File: config.mk
export PLATFORM = sky130hd
export DESIGN_NAME = seg7_scan_decoder_flat
export DESIGN_NICKNAME = d
export VERILOG_FILES = /design/src/rtl/seg7_pkg.sv /design/src/rtl/seg7_scan_decoder_if.sv /design/src/rtl/seg7_pattern_decode.sv /design/src/rtl/seg7_scan_decoder.sv /design/src/flat_wrapper.sv
export SDC_FILE = /design/constraint.sdc
export NUM_CORES = 1
export LEC_CHECK = 0
export BUFFER_PORTS_ARGS = -buffer_cell sky130_fd_sc_hd__buf_2
export CORE_ASPECT_RATIO = 2
export CORE_MARGIN = 2
export CORE_UTILIZATION = 55
export DETAILED_ROUTE_END_ITERATION = 8
export GPL_ROUTABILITY_DRIVEN = 1
export HOLD_SLACK_MARGIN = 0.15
export PLACE_DENSITY = 0.84
export SETUP_SLACK_MARGIN = 0.4
export SYNTH_ARGS = -nofsm -noshare
export SYNTH_HDL_FRONTEND = slang
export SYNTH_SLANG_ARGS = --single-unit
File: constraint.sdc
create_clock -name clk -period 5.4 [get_ports clk]
set_clock_uncertainty 0.2 [all_clocks]
set_input_delay 0.54 -clock clk [delete_from_list [all_inputs] [get_ports clk]]
set_output_delay 0.54 -clock clk [all_outputs]
set_load 0.03 [all_outputs]
File: src/rtl/seg7_pkg.sv
// Shared constants for the seven-segment scan decoder: active-low segment
// codes, special decode values and the output FSM state type.
package seg7_pkg;

  localparam logic [6:0] SEG_0     = 7'h40;
  localparam logic [6:0] SEG_1     = 7'h79;
  localparam logic [6:0] SEG_2     = 7'h24;
  localparam logic [6:0] SEG_3     = 7'h30;
  localparam logic [6:0] SEG_4     = 7'h19;
  localparam logic [6:0] SEG_5     = 7'h12;
  localparam logic [6:0] SEG_6     = 7'h02;
  localparam logic [6:0] SEG_7     = 7'h78;
  localparam logic [6:0] SEG_8     = 7'h00;
  localparam logic [6:0] SEG_9     = 7'h18;
  localparam logic [6:0] SEG_BLANK = 7'h7F;

  localparam logic [3:0] VAL_BLANK = 4'hF;
  localparam logic [3:0] VAL_ERR   = 4'hE;

  typedef enum logic {
    ST_EMPTY = 1'b0,
    ST_FULL  = 1'b1
  } out_state_e;

endpackage

File: src/rtl/seg7_scan_decoder_if.sv
// Observed scan bus (an/seg) plus the decoded-frame valid/ready handshake.
interface seg7_scan_decoder_if #(
  parameter int NUM_DIGITS = 4
);
  logic [NUM_DIGITS-1:0]   an;
  logic [6:0]              seg;
  logic                    frame_ready;
  logic                    frame_valid;
  logic [4*NUM_DIGITS-1:0] digits;
  logic [NUM_DIGITS-1:0]   digit_err;
  logic                    overflow;

  modport master (
    output an, seg, frame_ready,
    input  frame_valid, digits, digit_err, overflow
  );

  modport slave (
    input  an, seg, frame_ready,
    output frame_valid, digits, digit_err, overflow
  );
endinterface

File: src/rtl/seg7_pattern_decode.sv
// Combinational active-low segment pattern to digit value decoder.
module seg7_pattern_decode
  import seg7_pkg::*;
(
  input  logic [6:0] pattern,
  output logic [3:0] value,
  output logic       err
);

  always_comb begin
    // NOTE: every output gets a default before the case so no path leaves a
    // value unassigned, which would otherwise infer a latch.
    value = VAL_ERR;
    err   = 1'b1;
    case (pattern)
      SEG_0:     begin value = 4'd0;      err = 1'b0; end
      SEG_1:     begin value = 4'd1;      err = 1'b0; end
      SEG_2:     begin value = 4'd2;      err = 1'b0; end
      SEG_3:     begin value = 4'd3;      err = 1'b0; end
      SEG_4:     begin value = 4'd4;      err = 1'b0; end
      SEG_5:     begin value = 4'd5;      err = 1'b0; end
      SEG_6:     begin value = 4'd6;      err = 1'b0; end
      SEG_7:     begin value = 4'd7;      err = 1'b0; end
      SEG_8:     begin value = 4'd8;      err = 1'b0; end
      SEG_9:     begin value = 4'd9;      err = 1'b0; end
      SEG_BLANK: begin value = VAL_BLANK; err = 1'b0; end
      default:   ;
    endcase
  end

endmodule

File: src/rtl/seg7_scan_decoder.sv
// Watches a multiplexed 7-segment display bus, captures each digit once it has
// been stable long enough, and presents whole frames over a valid/ready port.
module seg7_scan_decoder
  import seg7_pkg::*;
#(
  parameter int NUM_DIGITS    = 4,
  parameter int STABLE_CYCLES = 8
) (
  input logic                clk,
  input logic                rst,
  seg7_scan_decoder_if.slave bus
);

  localparam int CW = $clog2(STABLE_CYCLES + 1);
  localparam int IW = (NUM_DIGITS > 1) ? $clog2(NUM_DIGITS) : 1;

  logic [NUM_DIGITS-1:0] an_q, an_prev;
  logic [6:0]            seg_q, seg_prev;
  logic [CW-1:0]         stable_cnt;
  logic                  an_onehot, sample_changed, capture;
  logic [IW-1:0]         active_idx;
  logic [3:0]            dec_value;
  logic                  dec_err;

  logic [3:0]            slot_val [NUM_DIGITS];
  logic [NUM_DIGITS-1:0] slot_err, captured;
  logic                  frame_complete;

  out_state_e              state, state_next;
  logic                    load, drop;
  logic [4*NUM_DIGITS-1:0] digits_q;
  logic [NUM_DIGITS-1:0]   digit_err_q;
  logic                    overflow_q;

  assign an_onehot      = $onehot(~an_q);
  assign sample_changed = (an_q != an_prev) || (seg_q != seg_prev);
  // Fires on the single edge where the counter steps up to STABLE_CYCLES.
  assign capture        = an_onehot && !sample_changed &&
                          (stable_cnt == CW'(STABLE_CYCLES - 1));
  assign frame_complete = &captured;

  always_comb begin
    active_idx = '0;
    for (int i = 0; i < NUM_DIGITS; i++)
      if (!an_q[i]) active_idx = IW'(i);
  end

  seg7_pattern_decode u_decode (
    .pattern (seg_q),
    .value   (dec_value),
    .err     (dec_err)
  );

  // Reset state is all-ones: a blank pattern with no digit enabled.
  always_ff @(posedge clk) begin
    // NOTE: sequential state uses non-blocking assignments so every register
    // samples the pre-edge values regardless of statement order.
    if (rst) begin
      an_q       <= '1;
      an_prev    <= '1;
      seg_q      <= '1;
      seg_prev   <= '1;
      stable_cnt <= '0;
    end else begin
      an_q     <= bus.an;
      seg_q    <= bus.seg;
      an_prev  <= an_q;
      seg_prev <= seg_q;
      if (sample_changed || !an_onehot)
        stable_cnt <= '0;
      else if (stable_cnt != CW'(STABLE_CYCLES))
        stable_cnt <= stable_cnt + 1'b1;
    end
  end

  always_ff @(posedge clk) begin
    // NOTE: the slot array is reset explicitly because a reset must discard a
    // partially captured frame, not just its flags.
    if (rst) begin
      captured <= '0;
      slot_err <= '0;
      for (int i = 0; i < NUM_DIGITS; i++) slot_val[i] <= '0;
    end else begin
      if (frame_complete) captured <= '0;
      if (capture) begin
        slot_val[active_idx] <= dec_value;
        slot_err[active_idx] <= dec_err;
        captured[active_idx] <= 1'b1;
      end
    end
  end

  always_ff @(posedge clk) begin
    if (rst) state <= ST_EMPTY;
    else     state <= state_next;
  end

  always_comb begin
    state_next = state;
    load       = 1'b0;
    drop       = 1'b0;
    case (state)
      ST_EMPTY: begin
        if (frame_complete) begin
          load       = 1'b1;
          state_next = ST_FULL;
        end
      end
      ST_FULL: begin
        // A frame completing while the held one is unaccepted is lost.
        if (frame_complete) begin
          if (bus.frame_ready) load = 1'b1;
          else                 drop = 1'b1;
        end else if (bus.frame_ready) begin
          state_next = ST_EMPTY;
        end
      end
      default: state_next = ST_EMPTY;
    endcase
  end

  always_ff @(posedge clk) begin
    if (rst) begin
      digits_q    <= '0;
      digit_err_q <= '0;
      overflow_q  <= 1'b0;
    end else begin
      if (load) begin
        for (int i = 0; i < NUM_DIGITS; i++) digits_q[4*i +: 4] <= slot_val[i];
        digit_err_q <= slot_err;
      end
      if (drop) overflow_q <= 1'b1;
    end
  end

  assign bus.frame_valid = (state == ST_FULL);
  assign bus.digits      = digits_q;
  assign bus.digit_err   = digit_err_q;
  assign bus.overflow    = overflow_q;

endmodule
File: src/flat_wrapper.sv
// flat-port wrapper written by rule: the top's interface ports become plain ports
module seg7_scan_decoder_flat import seg7_pkg::*;
#(
  parameter int NUM_DIGITS    = 4,
  parameter int STABLE_CYCLES = 8
)
  (clk, rst, bus_an, bus_seg, bus_frame_ready, bus_frame_valid, bus_digits, bus_digit_err, bus_overflow);
  seg7_scan_decoder_if #(.NUM_DIGITS(NUM_DIGITS)) bus_i ();
  input logic clk;
  input logic rst;
  input wire logic [$bits(bus_i.an)-1:0] bus_an;
  input wire logic [$bits(bus_i.seg)-1:0] bus_seg;
  input wire logic [$bits(bus_i.frame_ready)-1:0] bus_frame_ready;
  output wire logic [$bits(bus_i.frame_valid)-1:0] bus_frame_valid;
  output wire logic [$bits(bus_i.digits)-1:0] bus_digits;
  output wire logic [$bits(bus_i.digit_err)-1:0] bus_digit_err;
  output wire logic [$bits(bus_i.overflow)-1:0] bus_overflow;
  assign bus_i.an = bus_an;
  assign bus_i.seg = bus_seg;
  assign bus_i.frame_ready = bus_frame_ready;
  assign bus_frame_valid = bus_i.frame_valid;
  assign bus_digits = bus_i.digits;
  assign bus_digit_err = bus_i.digit_err;
  assign bus_overflow = bus_i.overflow;
  seg7_scan_decoder #(.NUM_DIGITS(NUM_DIGITS), .STABLE_CYCLES(STABLE_CYCLES)) u_core (.clk(clk), .rst(rst), .bus(bus_i));
endmodule
==> impl_results.md <==
* Max_cap viols at 0
* Clock tree buffer depth at 2
* Via count at 2,223
* Post-synthesis cell area at 0.003045 mm2
* Post-layout power at 1.108 mW
* Ys async rst share at 0%
* WHS Path Cells at 2
* PostCTS Resize Cnt at 0
* Hold Buf Count CTS at 0
* DRC Markers at 0
* HP Class: in2reg
* Worst slew pin tran at 1.167 ns
* RSZ-0062 raised after global routing: false
* Nets at 372
* Seq/Total Area, Yosys at 52.59%
* Post-synth EDFFs at 16
* TritonCTS Buffers at 9
* Antenna Nets Post-Route at 0
* Critical Path Start Type: flip-flop
* Total track usage at 18.90%
* CTS Sinks at 72
* Reg area at 0.001602 mm2
* GP Congestion at 0.9214
* Final setup fails at 0
* Footprint of the multi-input gates at 0.001270 mm2
* Synthesis-to-layout area growth at 12.00%
* Worst Path Required at 5.38 ns
* Core footprint at 0.005373 mm2
* Clock slew at reported path FFs at 0.07 ns
* Site row count at 38
* Die W at 56.62 um
* Setup TNS at 0 ns
* Crit end category: flip-flop
* R2R depth at 9
* Pre-CTS setup slack at 2.044 ns
* Most frequent cells in the layout: 56 x nand2_1, 56 x dfxtp_1, 35 x buf_2
* Setup Crit Path Kind: reg2reg
* Largest net degree at the start of global routing at 61
* Syn nets at 344
* Setup slack, reg-to-reg at 2.06 ns
* Via/cell ratio at 5.344
* I/O Pins at 36
* Slew headroom at 21.90%
* Top_reg_cell synth: dfxtp_1
* Yosys warnings at 0
* Drt total wl at 5.242 mm
* HPWL Detailed at 3.832 mm
* Gate Count Post-Synth at 323
* Layout cells sized above 1 at 22.47%
* Avg Cell Area, Syn at 9.429 um2
* Peak supply drop at 0.3535 mV
* Leak at 1.338 nW
* Final worst setup slack at 2.056 ns
* DR pass1 iterations at 6
* Distinct cell type count after synthesis at 42
* Pins Over Slew Limit at 0
* # diodes at 0
* Vias in the first global route at 2,118
* Clk_lat worst skew at 0.34 ns
* Setup Buffers After CTS at 0
* Power per cell area at 324.8 mW/mm2
* Initial antenna violation count at 0
* H-tree level count at 3
* Starting DRC count in detailed routing at 74
* TritonCTS clock tree: done
* Register bit total from synthesis at 72
* Fmax at 0.2991 GHz
* CP arrival at 3.32 ns
* Outcome: complete, no violations
* Global route overflow at 0
* First-pass GRT wire length at 8.866 mm
* Tmin final at 3.344 ns
* Routed WL per cell at 12.60 um
* Crit-path max FO at 17
* Buffers on Ports at 35
* Root buf cell: clkbuf_8
* Period utilization at 61.92%
* Fillers at 474
* Final Hold Viols at 0
* Starting density of the core at 56.68%
* Chip height at 109.2 um
* Die area at 0.006184 mm2
## routing by layer
layer  vias to the layer above  part of all wire [%]  global-route usage, %
met3                        17                   4.3                  3.440
met4                         0                   4.7                  15.82
li1                       1137                     -                      -
met2                        51                    55                  35.05
met5                         -                     0                      0
met1                      1018                    36                  17.00
## stage by stage
step / std cells / util [%] / hold WS (ns) / area, um2
3_5_place_dp: 400 / 59.29 / 0.2437 / 3186
5_1_grt: 416 / 63.48 / 0.1736 / 3411
4_1_cts: 416 / 63.48 / 0.1608 / 3411
6_report: 416 / 63.48 / 0.1802 / 3411
2_1_floorplan: 323 / - / 0.2319 / 3045
3_3_place_gp: 400 / 59.29 / 0.2402 / 3186
## synth_stat cells, types with 2 or more instances
cell type | count | share of area, %
nor4_1 | 2 | 0.41
nand4_1 | 4 | 0.82
nand4b_1 | 2 | 0.58
a211o_1 | 4 | 1.2
a21oi_1 | 30 | 4.9
inv_1 | 13 | 1.6
nand2b_1 | 5 | 1.0
ha_1 | 6 | 2.5
nor2_1 | 19 | 2.3
buf_6 | 5 | 1.8
and2_1 | 2 | 0.41
clkbuf_1 | 13 | 1.6
or3_1 | 2 | 0.41
nand2_1 | 56 | 6.9
or2_2 | 24 | 4.9
a221oi_1 | 2 | 0.58
nand3_1 | 2 | 0.33
nor3_1 | 14 | 2.3
nor2b_1 | 2 | 0.41
a22oi_1 | 2 | 0.49
nand3b_1 | 4 | 0.99
edfxtp_1 | 16 | 16
or3_2 | 2 | 0.49
dfxtp_1 | 56 | 37
o21ai_0 | 5 | 0.82
xor2_1 | 2 | 0.58
xnor2_1 | 13 | 3.7
a211oi_1 | 2 | 0.49
## worst max-delay path, cell delays in order (launching register included)
cell and delay [ns]:
dfxtp_1 0.40, inv_1 0.08, ha_1 0.30, ha_1 0.20
fa_1 0.44, nor2_1 0.14, nand3_2 0.09, or4_4 0.52
or3_1 0.56, nor3_1 0.26
## cells by family after synthesis
logic type      Yosys count  share of synthesized area [%]
flops                    72                          52.59
simple gates            146                          24.24
mux                       1                         0.3287
xor+xnor                 16                          4.848
buf+inv                  33                          5.711
compound gates           48                          9.162
fa+ha+maj                 7                          3.122
## path summary, 6_finish.rpt
kind | start | end
worst max-delay path | u_core.an_q[2]$_SDFF_PP1_ | u_core.slot_val[1][1]$_SDFFCE_PN0P_
worst min-delay path | bus_an[1] | u_core.an_q[1]$_SDFF_PP1_
worst max register to register | u_core.an_q[2]$_SDFF_PP1_ | u_core.slot_val[1][1]$_SDFFCE_PN0P_
worst min register to register | bus_digits[13]$_SDFFE_PP0P_ | bus_digits[13]$_SDFFE_PP0P_
## power breakdown
part	internal, mW	switching (mW)
logic	0.0264	0.0341
clock network	0.288	0.184
registers	0.563	0.0126
total	0.877	0.230
## sequential cells by signal, summed over array words and instances (netlist names)
name,flops
u_core.slot_err,4
u_core.an_q,4
u_core.an_prev,4
u_core.seg_prev,7
u_core.bus.digit_err,4
u_core.bus.digits,3
bus_digits,13
u_core.slot_val,16
u_core.captured,4
u_core.stable_cnt,4
u_core.seg_q,7
u_core.bus.overflow,1
u_core.bus.frame_valid,1
## area by class of cell
class                   count  share of cell area [%]
clock inverters             3                   1.908
well taps                  60                   2.201
flip-flops and latches     72                   46.96
clock buffers              13                   4.696
inverters                  13                   1.431
repair buffers             37                   5.576
multi-input cells         218                   37.23
Power figures use the tool's default switching activity.
